--- src/rtl/hangman_pkg.sv ---
// Shared types and constants for the hangman word loader and player guess path.
// Key class vectors are one-hot, indexed by the KC_* constants below.
package hangman_pkg;

  typedef enum logic [1:0] {
    ENTRY  = 2'd0,
    ARM    = 2'd1,
    LOCKED = 2'd2
  } loader_state_t;

  localparam logic [7:0] KEY_BKSP    = 8'h08;
  localparam logic [7:0] KEY_ENTER   = 8'h0D;
  localparam logic [7:0] KEY_CLEAR   = 8'h1B;
  localparam logic [7:0] UPPER_LO    = 8'h41;
  localparam logic [7:0] UPPER_HI    = 8'h5A;
  localparam logic [7:0] LOWER_LO    = 8'h61;
  localparam logic [7:0] LOWER_HI    = 8'h7A;
  localparam logic [7:0] CASE_OFFSET = 8'h20;

  localparam int unsigned WORD_LEN_DEF = 5;

  localparam int unsigned KC_LETTER = 0;
  localparam int unsigned KC_BKSP   = 1;
  localparam int unsigned KC_ENTER  = 2;
  localparam int unsigned KC_CLEAR  = 3;
  localparam int unsigned KC_OTHER  = 4;
  localparam int unsigned KC_NUM    = 5;

endpackage

--- src/rtl/key_classifier.sv ---
// Combinational key decoder: one-hot key class plus upper-case folded letter.
// The class vector is all-zero when no key is valid.
module key_classifier
  import hangman_pkg::*;
(
  input  logic [7:0]        i_key_data,
  input  logic              i_key_valid,
  output logic [KC_NUM-1:0] o_key_class,
  output logic [7:0]        o_letter
);

  logic w_upper;
  logic w_lower;

  always_comb begin
    w_upper     = (i_key_data >= UPPER_LO) && (i_key_data <= UPPER_HI);
    w_lower     = (i_key_data >= LOWER_LO) && (i_key_data <= LOWER_HI);
    o_letter    = w_lower ? (i_key_data - CASE_OFFSET) : i_key_data;
    o_key_class = '0;
    if (i_key_valid) begin
      if (w_upper || w_lower)          o_key_class[KC_LETTER] = 1'b1;
      else if (i_key_data == KEY_BKSP)  o_key_class[KC_BKSP]   = 1'b1;
      else if (i_key_data == KEY_ENTER) o_key_class[KC_ENTER]  = 1'b1;
      else if (i_key_data == KEY_CLEAR) o_key_class[KC_CLEAR]  = 1'b1;
      else                              o_key_class[KC_OTHER]  = 1'b1;
    end
  end

endmodule

--- src/rtl/host_word_loader.sv ---
// Host-side secret word entry: edits, confirms and hands the word to the game controller,
// holding it frozen while a round runs.
module host_word_loader
  import hangman_pkg::*;
#(
  parameter int unsigned WORD_LEN = WORD_LEN_DEF,
  parameter int unsigned CNT_W    = 3
) (
  input  logic                  clk,
  input  logic                  nRst,
  input  logic [7:0]            key_data,
  input  logic                  key_valid,
  input  logic                  game_rdy,
  input  logic                  game_over,
  output logic [8*WORD_LEN-1:0] setWord,
  output logic                  toggle_state,
  output logic [CNT_W-1:0]      word_len,
  output logic                  word_full,
  output logic                  locked,
  output logic                  key_reject
);

  localparam int unsigned        WordW  = 8 * WORD_LEN;
  localparam logic [CNT_W-1:0]   LenMax = CNT_W'(WORD_LEN);

  logic [KC_NUM-1:0] w_class;
  logic [7:0]        w_letter;
  logic              w_any_key;
  logic              w_cancel;

  loader_state_t     r_state, w_state_d;
  logic [WordW-1:0]  r_word, w_word_d, w_edit_word;
  logic [CNT_W-1:0]  r_len, w_len_d, w_edit_len;
  logic              r_full, r_locked, r_toggle, r_reject;
  logic              w_toggle_d, w_reject_d, w_edit_reject, w_edit_arm;

  key_classifier u_key_classifier (
    .i_key_data  (key_data),
    .i_key_valid (key_valid),
    .o_key_class (w_class),
    .o_letter    (w_letter)
  );

  assign w_any_key = |w_class;
  assign w_cancel  = w_class[KC_BKSP] | w_class[KC_CLEAR];

  // Effect of a key under entry rules; reused when a cancel key drops ARM back to ENTRY.
  always_comb begin
    w_edit_word   = r_word;
    w_edit_len    = r_len;
    w_edit_reject = 1'b0;
    w_edit_arm    = 1'b0;
    unique case (1'b1)
      w_class[KC_LETTER]: begin
        if (r_len < LenMax) begin
          for (int unsigned i = 0; i < WORD_LEN; i++) begin
            if (r_len == CNT_W'(i)) w_edit_word[8*(WORD_LEN-1-i) +: 8] = w_letter;
          end
          w_edit_len = r_len + CNT_W'(1);
        end else begin
          w_edit_reject = 1'b1;
        end
      end
      w_class[KC_BKSP]: begin
        if (r_len != '0) begin
          for (int unsigned i = 0; i < WORD_LEN; i++) begin
            if (r_len == CNT_W'(i + 1)) w_edit_word[8*(WORD_LEN-1-i) +: 8] = 8'h00;
          end
          w_edit_len = r_len - CNT_W'(1);
        end else begin
          w_edit_reject = 1'b1;
        end
      end
      w_class[KC_CLEAR]: begin
        w_edit_word = '0;
        w_edit_len  = '0;
      end
      w_class[KC_ENTER]: begin
        if (r_len == LenMax) w_edit_arm    = 1'b1;
        else                 w_edit_reject = 1'b1;
      end
      w_class[KC_OTHER]: w_edit_reject = 1'b1;
      default: ;
    endcase
  end

  always_comb begin
    w_state_d  = r_state;
    w_word_d   = r_word;
    w_len_d    = r_len;
    w_toggle_d = 1'b0;
    w_reject_d = 1'b0;
    unique case (r_state)
      ENTRY: begin
        w_word_d   = w_edit_word;
        w_len_d    = w_edit_len;
        w_reject_d = w_edit_reject;
        if (w_edit_arm) w_state_d = ARM;
      end
      ARM: begin
        if (w_cancel) begin
          w_state_d  = ENTRY;
          w_word_d   = w_edit_word;
          w_len_d    = w_edit_len;
          w_reject_d = w_edit_reject;
        end else begin
          w_reject_d = w_any_key;
          if (game_rdy) begin
            w_toggle_d = 1'b1;
            w_state_d  = LOCKED;
          end
        end
      end
      LOCKED: begin
        w_reject_d = w_any_key;
        if (game_over) begin
          w_state_d = ENTRY;
          w_word_d  = '0;
          w_len_d   = '0;
        end
      end
      default: begin
        w_state_d = ENTRY;
        w_word_d  = '0;
        w_len_d   = '0;
      end
    endcase
  end

  always_ff @(posedge clk or negedge nRst) begin
    if (!nRst) begin
      r_state  <= ENTRY;
      r_word   <= '0;
      r_len    <= '0;
      r_full   <= 1'b0;
      r_locked <= 1'b0;
      r_toggle <= 1'b0;
      r_reject <= 1'b0;
    end else begin
      r_state  <= w_state_d;
      r_word   <= w_word_d;
      r_len    <= w_len_d;
      r_full   <= (w_len_d == LenMax);
      r_locked <= (w_state_d == LOCKED);
      r_toggle <= w_toggle_d;
      r_reject <= w_reject_d;
    end
  end

  assign setWord      = r_word;
  assign word_len     = r_len;
  assign word_full    = r_full;
  assign locked       = r_locked;
  assign toggle_state = r_toggle;
  assign key_reject   = r_reject;

endmodule

--- config.mk ---
export PLATFORM = sky130hd
export DESIGN_NAME = host_word_loader
export DESIGN_NICKNAME = d
export VERILOG_FILES = /design/src/rtl/hangman_pkg.sv /design/src/rtl/key_classifier.sv /design/src/rtl/host_word_loader.sv
export SDC_FILE = /design/constraint.sdc
export NUM_CORES = 1
export LEC_CHECK = 0
export ABC_AREA = 1
export BUFFER_PORTS_ARGS = -buffer_cell sky130_fd_sc_hd__buf_4
export CAP_MARGIN = 20
export CORE_MARGIN = 1
export CORE_UTILIZATION = 54
export CTS_CLUSTER_DIAMETER = 60
export DETAILED_ROUTE_END_ITERATION = 8
export GPL_ROUTABILITY_DRIVEN = 0
export PLACE_DENSITY = 0.79
export SYNTH_ARGS = -nofsm -noshare
export SYNTH_HDL_FRONTEND = slang
export SYNTH_HIERARCHICAL = 1
export SYNTH_SLANG_ARGS = --single-unit
--- constraint.sdc ---
create_clock -name clk -period 2 [get_ports clk]
set_clock_uncertainty 0.05 [all_clocks]
set_input_delay 0.2 -clock clk [delete_from_list [all_inputs] [get_ports clk]]
set_output_delay 0.2 -clock clk [all_outputs]
set_load 0.02 [all_outputs]
==> results.yml, run 1 <==
power_and_ir_drop:
  clock_power_share_pct: 17.8
  p_sw_uw: 1240
  power_uw: 3270
  ir_drop_mv: 0.561
  p_per_area_nw_per_um2: 856
  combPwrFrac_pct: 41.1
  seq_power_share_pct: 41.1
  p_leak_uw: 0.00212
  switching_share_pct: 37.8
  intPower_uw: 2040
global_route:
  grt_max_degree: 50
  grt_pass1_vias: 2504
  grt_antenna_before_repair: 0
  grt_pass1_wl_um: 11300
  grt-ovfl-total: 0
  grt_usage_pct: 27.0
place:
  place_worst_setup_slack_ns: -0.203
  dp.cells: 521
  io_buffer_count: 59
  dp_hpwl_um: 5100
floorplan:
  io-pin-count: 60
  start_util_pct: 57.6
  rows: 25
  core_um2: 4850
  die_y_um: 73.9
  die_w_um: 73.9
  dieArea_um2: 5460
timing:
  fmax_ghz: 0.512
  setup_tns_ns: 0
  min_period_ns: 1.95
  hold_viol_final: 0
  finalSetupViolCount: 0
  slew_violations: 0
  setup_ws_ns: 0.0452
  grt_setup_unrepaired: "yes"
  worst_slew_pin_slew_ns: 0.612
  min_period_over_period_pct: 97.7
  relSlewSlack_pct: 59.2
drt:
  drc_errors: 0
  drt_wl_total_um: 7040
  wl_per_cell_um: 13.0
  via_count: 2764
  drt_iter0_drc: 233
  postRouteAntennaNets: 0
  avgViaCountPerCell: 5.12
  dr.pass1.iters: 6
yosys:
  yosysWarnings: 6
  synth_ff_type: "dfrtp_1"
  synth_area_leaders: "dfrtp_1, nand2_1, nand3_1"
  syn-cell-area_um2: 2790
  synth_common_cells: "nand2_1, nand3_1, dfrtp_1"
  yosysSeqAreaShare_pct: 43.9
  ys_ff_latch: 49
  yosys.area.top_type: "dfrtp_1"
  synth.avg_cell_area_um2: 7.65
  syn-instance-count: 365
  synth_edf_count: 0
  yosysMostFrequentCell: "nand2_1"
  ys_types: 24
  synth_top_area_share_pct: 43.9
  synth_nets: 386
  asyncSetResetFlopFracSynth_pct: 100
cells_and_area:
  antennaDiodeCount: 0
  utilization_pct: 78.8
  stdcell_count: 540
  nets: 493
  area_growth_pct: 36.9
  drive_above_1_share_pct: 32.8
worst_setup_path:
  reg2reg_depth: 11
  r2r_slack_ns: 0.05
  cp_cell_sequence: "inv_2 -> ha_4 -> inv_1 -> nor2_4 -> nand2_4 -> a21oi_4 -> nor3_4 -> buf_12 -> buf_4 -> nand3_1 -> nand2_1"
  path_max_fanout: 8
  worstPathArrival_ns: 2.10
  cp-end-kind: "register"
  r2r-start: "word_len[0]"
  max_stage_delay_ns: 0.40
  critPathKind: "reg -> reg"
  r2r_end: "setWord[9]"
  startpoint_type: "register"
  startpoint: "word_len[0]"
  worst-endpoint-required_ns: 2.15
  slowest_stage: "dfrtp_1"
cts:
  max-clock-path-buffers: 2
  cts_tree: "built"
  root_buffer: "clkbuf_8"
  clk_latency_ns: 0.30
  cts_buffers: 5
  clkTransAtPathRegs_ns: 0.09
  cts_max_level: 2
  cts.sinks: 49
run_status:
  status: "finished, final reports clean"
min_path:
  hp-class: "in -> reg"
  hold_end: "r_state[0]"
  worstHoldPathCells: 2
  min_from: "game_rdy"
flow_run:
  maxCapViolCount: 0
## cell type report
type,count,area (um2)
Multi-Input combinational cell,271,1420
Sequential cell,49,1230
Fill cell,341,1030
Timing Repair Buffer,110,878
Inverter,35,131
Tap cell,67,83.8
Clock buffer,6,72.6
Clock inverter,2,13.8
## power groups by stage
| stage | Clock [uW] | Combinational, uW | Sequential [uW] |
|---|---|---|---|
| 3_5_place_dp | 0 | 1260 | 1360 |
| 2_1_floorplan | 0 | 414 | 1620 |
| 6_report | 583 | 1340 | 1350 |
| 5_1_grt | 625 | 1480 | 1370 |
| 4_1_cts | 588 | 1260 | 1340 |
| 3_3_place_gp | 0 | 1230 | 1350 |
## repair_timing
action,CTS,global route
buffers inserted,0,10
hold buffers,1,0
endpoints found under the hold margin,49,0
gates resized for setup,0,19
endpoints found under the setup margin,0,41
## logic make-up after synthesis
family	share of synthesized area, %
DFF	43.9
adders and majority gates	3.59
xor gates and xnor gates	0.314
AOI/OAI and AO/OA	4.26
and+or+nand+nor	40.5
buffers and inverters	7.40
## cells in the final DEF, fill, tap and decap left out, drive strengths merged
cell type    instances
a211oi               1
a21oi               12
buf                109
clkbuf               6
clkinv               1
dfrtp               49
dlygate4sd3          1
ha                   8
inv                 36
nand2              142
nand3               52
nand4                3
nor2                36
nor3                 8
o211ai               1
o21a                 1
o21ai                5
or2                  1
xor2                 1
## per-layer routing
metal / GRT usage, % / vias to the layer above / share of wire (%)
li1: - / 1374 / -
met1: 35.7 / 1298 / 44
met2: 45.6 / 83 / 50
met3: 4.80 / 9 / 4.7
met4: 7.48 / 0 / 0.97
met5: 0 / - / 0
## sequential cells by signal (all words and copies together), names as in the netlist
register / count
key_reject: 1
word_len: 3
r_state: 2
locked: 1
word_full: 1
setWord: 40
toggle_state: 1
## critical path: cells and delay by family, from the launching register on
family,cells,cell delay (ns)
AO/OA/AOI/OAI,1,0.38
adder cells (fa/ha/maj),1,0.15
buffers and inverters,4,0.43
flip-flops,1,0.40
AND/OR/NAND/NOR,5,0.44
## metrics by stage
stage / area [um2] / hold slack [ns]
3_3_place_gp: 3570 / 0.193
6_report: 3820 / 0.0419
4_1_cts: 3660 / 0.0428
2_1_floorplan: 2790 / -0.146
3_5_place_dp: 3570 / 0.198
5_1_grt: 3820 / 0.0479
## how the worst max path moves through the flow
stage	to	slack (ns)	depth (start not counted)
floorplan	setWord[16]	0.1	10
global placement	setWord[34]	-0.12	18
detailed placement	setWord[18]	-0.20	18
CTS	setWord[35]	0.01	10
global route	setWord[31]	-0.08	19
finish	setWord[9]	0.05	11
Power figures use the tool's default switching activity.
==> run 2: changes to the inputs <==
CELL_PAD_IN_SITES_DETAIL_PLACEMENT = 1   (was unset)
CELL_PAD_IN_SITES_GLOBAL_PLACEMENT = 1   (was unset)
CORE_UTILIZATION = 41   (was 54)
CTS_BUF_LIST = sky130_fd_sc_hd__clkbuf_8   (was unset)
PLACE_DENSITY = unset   (was 0.79)
PLACE_DENSITY_LB_ADDON = 0.1   (was unset)
==> run 2 against run 1 <==
Sequential cell count did not move. The run now ends with design-rule violations left. First-iteration DRC count fell by 33%. Critical endpoint is now setWord[2]. Critical path depth fell by 1. Worst hold slack got worse by 0.015 ns. Die area rose by 31%. Clock-buffer cell count did not move. Setup slack got worse by 0.036 ns.
==> results.yml, run 2 (same netlist as run 1, synthesis figures left out) <==
global_route:
  grt_antenna_before_repair: 0
  grt-ovfl-total: 0
  grt_max_degree: 50
  grt_pass1_vias: 2732
  grt_usage_pct: 22.4
  grt_pass1_wl_um: 12800
worst_setup_path:
  startpoint_type: "register"
  critPathKind: "reg -> reg"
  worstPathArrival_ns: 2.14
  startpoint: "word_len[0]"
  r2r-start: "word_len[0]"
  cp-end-kind: "register"
  path_max_fanout: 8
  worst-endpoint-required_ns: 2.15
power_and_ir_drop:
  power_uw: 3530
  ir_drop_mv: 0.389
  p_per_area_nw_per_um2: 893
  p_leak_uw: 0.00214
drt:
  drc_errors: 5
  avgViaCountPerCell: 5.14
  postRouteAntennaNets: 0
  top_layer: "met4"
  wl_met2_um: 4870
  wl_per_cell_um: 16.6
  met3_length_um: 312
  met1_length_um: 3790
  dr.pass1.iters: 6
  drt_iter0_drc: 155
  via_count: 2827
  drt_wl_total_um: 9150
run_status:
  failed_checks: "design-rule violations"
  status: "finished, violations left"
timing:
  grt_setup_unrepaired: "yes"
  worst_slew_pin_slew_ns: 0.617
  finalSetupViolCount: 0
  fmax_ghz: 0.502
  hold_viol_final: 0
  slew_violations: 0
  setup_ws_ns: 0.00887
  relSlewSlack_pct: 58.9
  min_period_ns: 1.99
  min_period_over_period_pct: 99.6
floorplan:
  io-pin-count: 60
  rows: 29
  start_util_pct: 43.2
  core_um2: 6460
  dieArea_um2: 7140
  die_y_um: 84.5
  die_w_um: 84.5
cells_and_area:
  antennaDiodeCount: 0
  nets: 493
  drive_above_1_share_pct: 35.5
  seq_area_um2: 1230
  n_fill_cell: 799
  area_growth_pct: 41.7
  layout_common_cells: "nand2_1, buf_4, nand3_1"
  largest_reg_flops: 40
  multi_input_area_um2: 1470
  utilization_pct: 61.2
  mostFrequentLayoutCell: "nand2_1"
cts:
  cts.sinks: 49
  cts_buffers: 5
  max-clock-path-buffers: 2
  root_buffer: "clkbuf_8"
  clk_latency_ns: 0.31
  cts_tree: "built"
  clkTransAtPathRegs_ns: 0.09
  cts_max_level: 2
place:
  dp_hpwl_um: 5810
  io_buffer_count: 59
  place_worst_setup_slack_ns: -0.211
min_path:
  hp-class: "in -> reg"
  min_from: "game_rdy"
flow_run:
  maxCapViolCount: 0
==> run 2: layer usage <==
layer | GRT usage (%) | vias up
met5 | 0 | -
met4 | 5.24 | 0
met3 | 3.74 | 11
met2 | 40.7 | 72
met1 | 27.8 | 1372
li1 | - | 1372
==> run 2: stage by stage <==
step / std cells / setup TNS (ns) / hold slack, ns / cell area (um2)
global placement: 520 / -5.98 / 0.200 / 3490
global route: 550 / -0.843 / 0.0272 / 3960
floorplan: 365 / 0 / -0.146 / 2790
CTS: 529 / 0 / 0.0379 / 3620
finish: 550 / 0 / 0.0266 / 3960
detailed placement: 520 / -7.53 / 0.205 / 3490
==> run 2: area by class of cell <==
class                   instances  area share [%]
multi-input cells             271            37.1
clock buffers                   6            2.09
clock inverters                 2           0.949
repair buffers                110            23.1
well taps                      77            2.44
inverters                      35            3.32
flip-flops and latches         49            31.0
==> run 2: worst paths after layout <==
kind	slack, ns	cells after the start	end
max in group asynchronous	1.09	2	setWord[10]
worst max-delay path	0.009	10	setWord[2]
worst max register to register	0.009	10	setWord[2]
worst min-delay path	0.03	2	r_state[0]
min in group asynchronous	0.37	2	setWord[8]
worst min register to register	0.43	2	setWord[24]
==> run 2: worst max-delay path: stages (launching register included) <==
cell and delay (ns):
dfrtp_1 0.40, buf_4 0.12, buf_4 0.13, ha_1 0.23
nand2_1 0.12, inv_1 0.12, nor2_1 0.07, nor3_4 0.28
nand2_4 0.16, nand2_1 0.10, nand2_1 0.07
==> run 2: what timing repair did <==
action | in CTS | in global routing
buffers inserted | 0 | 21
setup endpoints to repair | 0 | 41
hold buffers | 1 | 0
hold endpoints to repair | 49 | 0
gates resized for setup | 0 | 41
==> run 2: report_power, final <==
part           leakage [uW]  internal, uW  switching, uW
Sequential         0.000621          1210            155
Combinational       0.00147           583            816
Clock             0.0000574           407            364
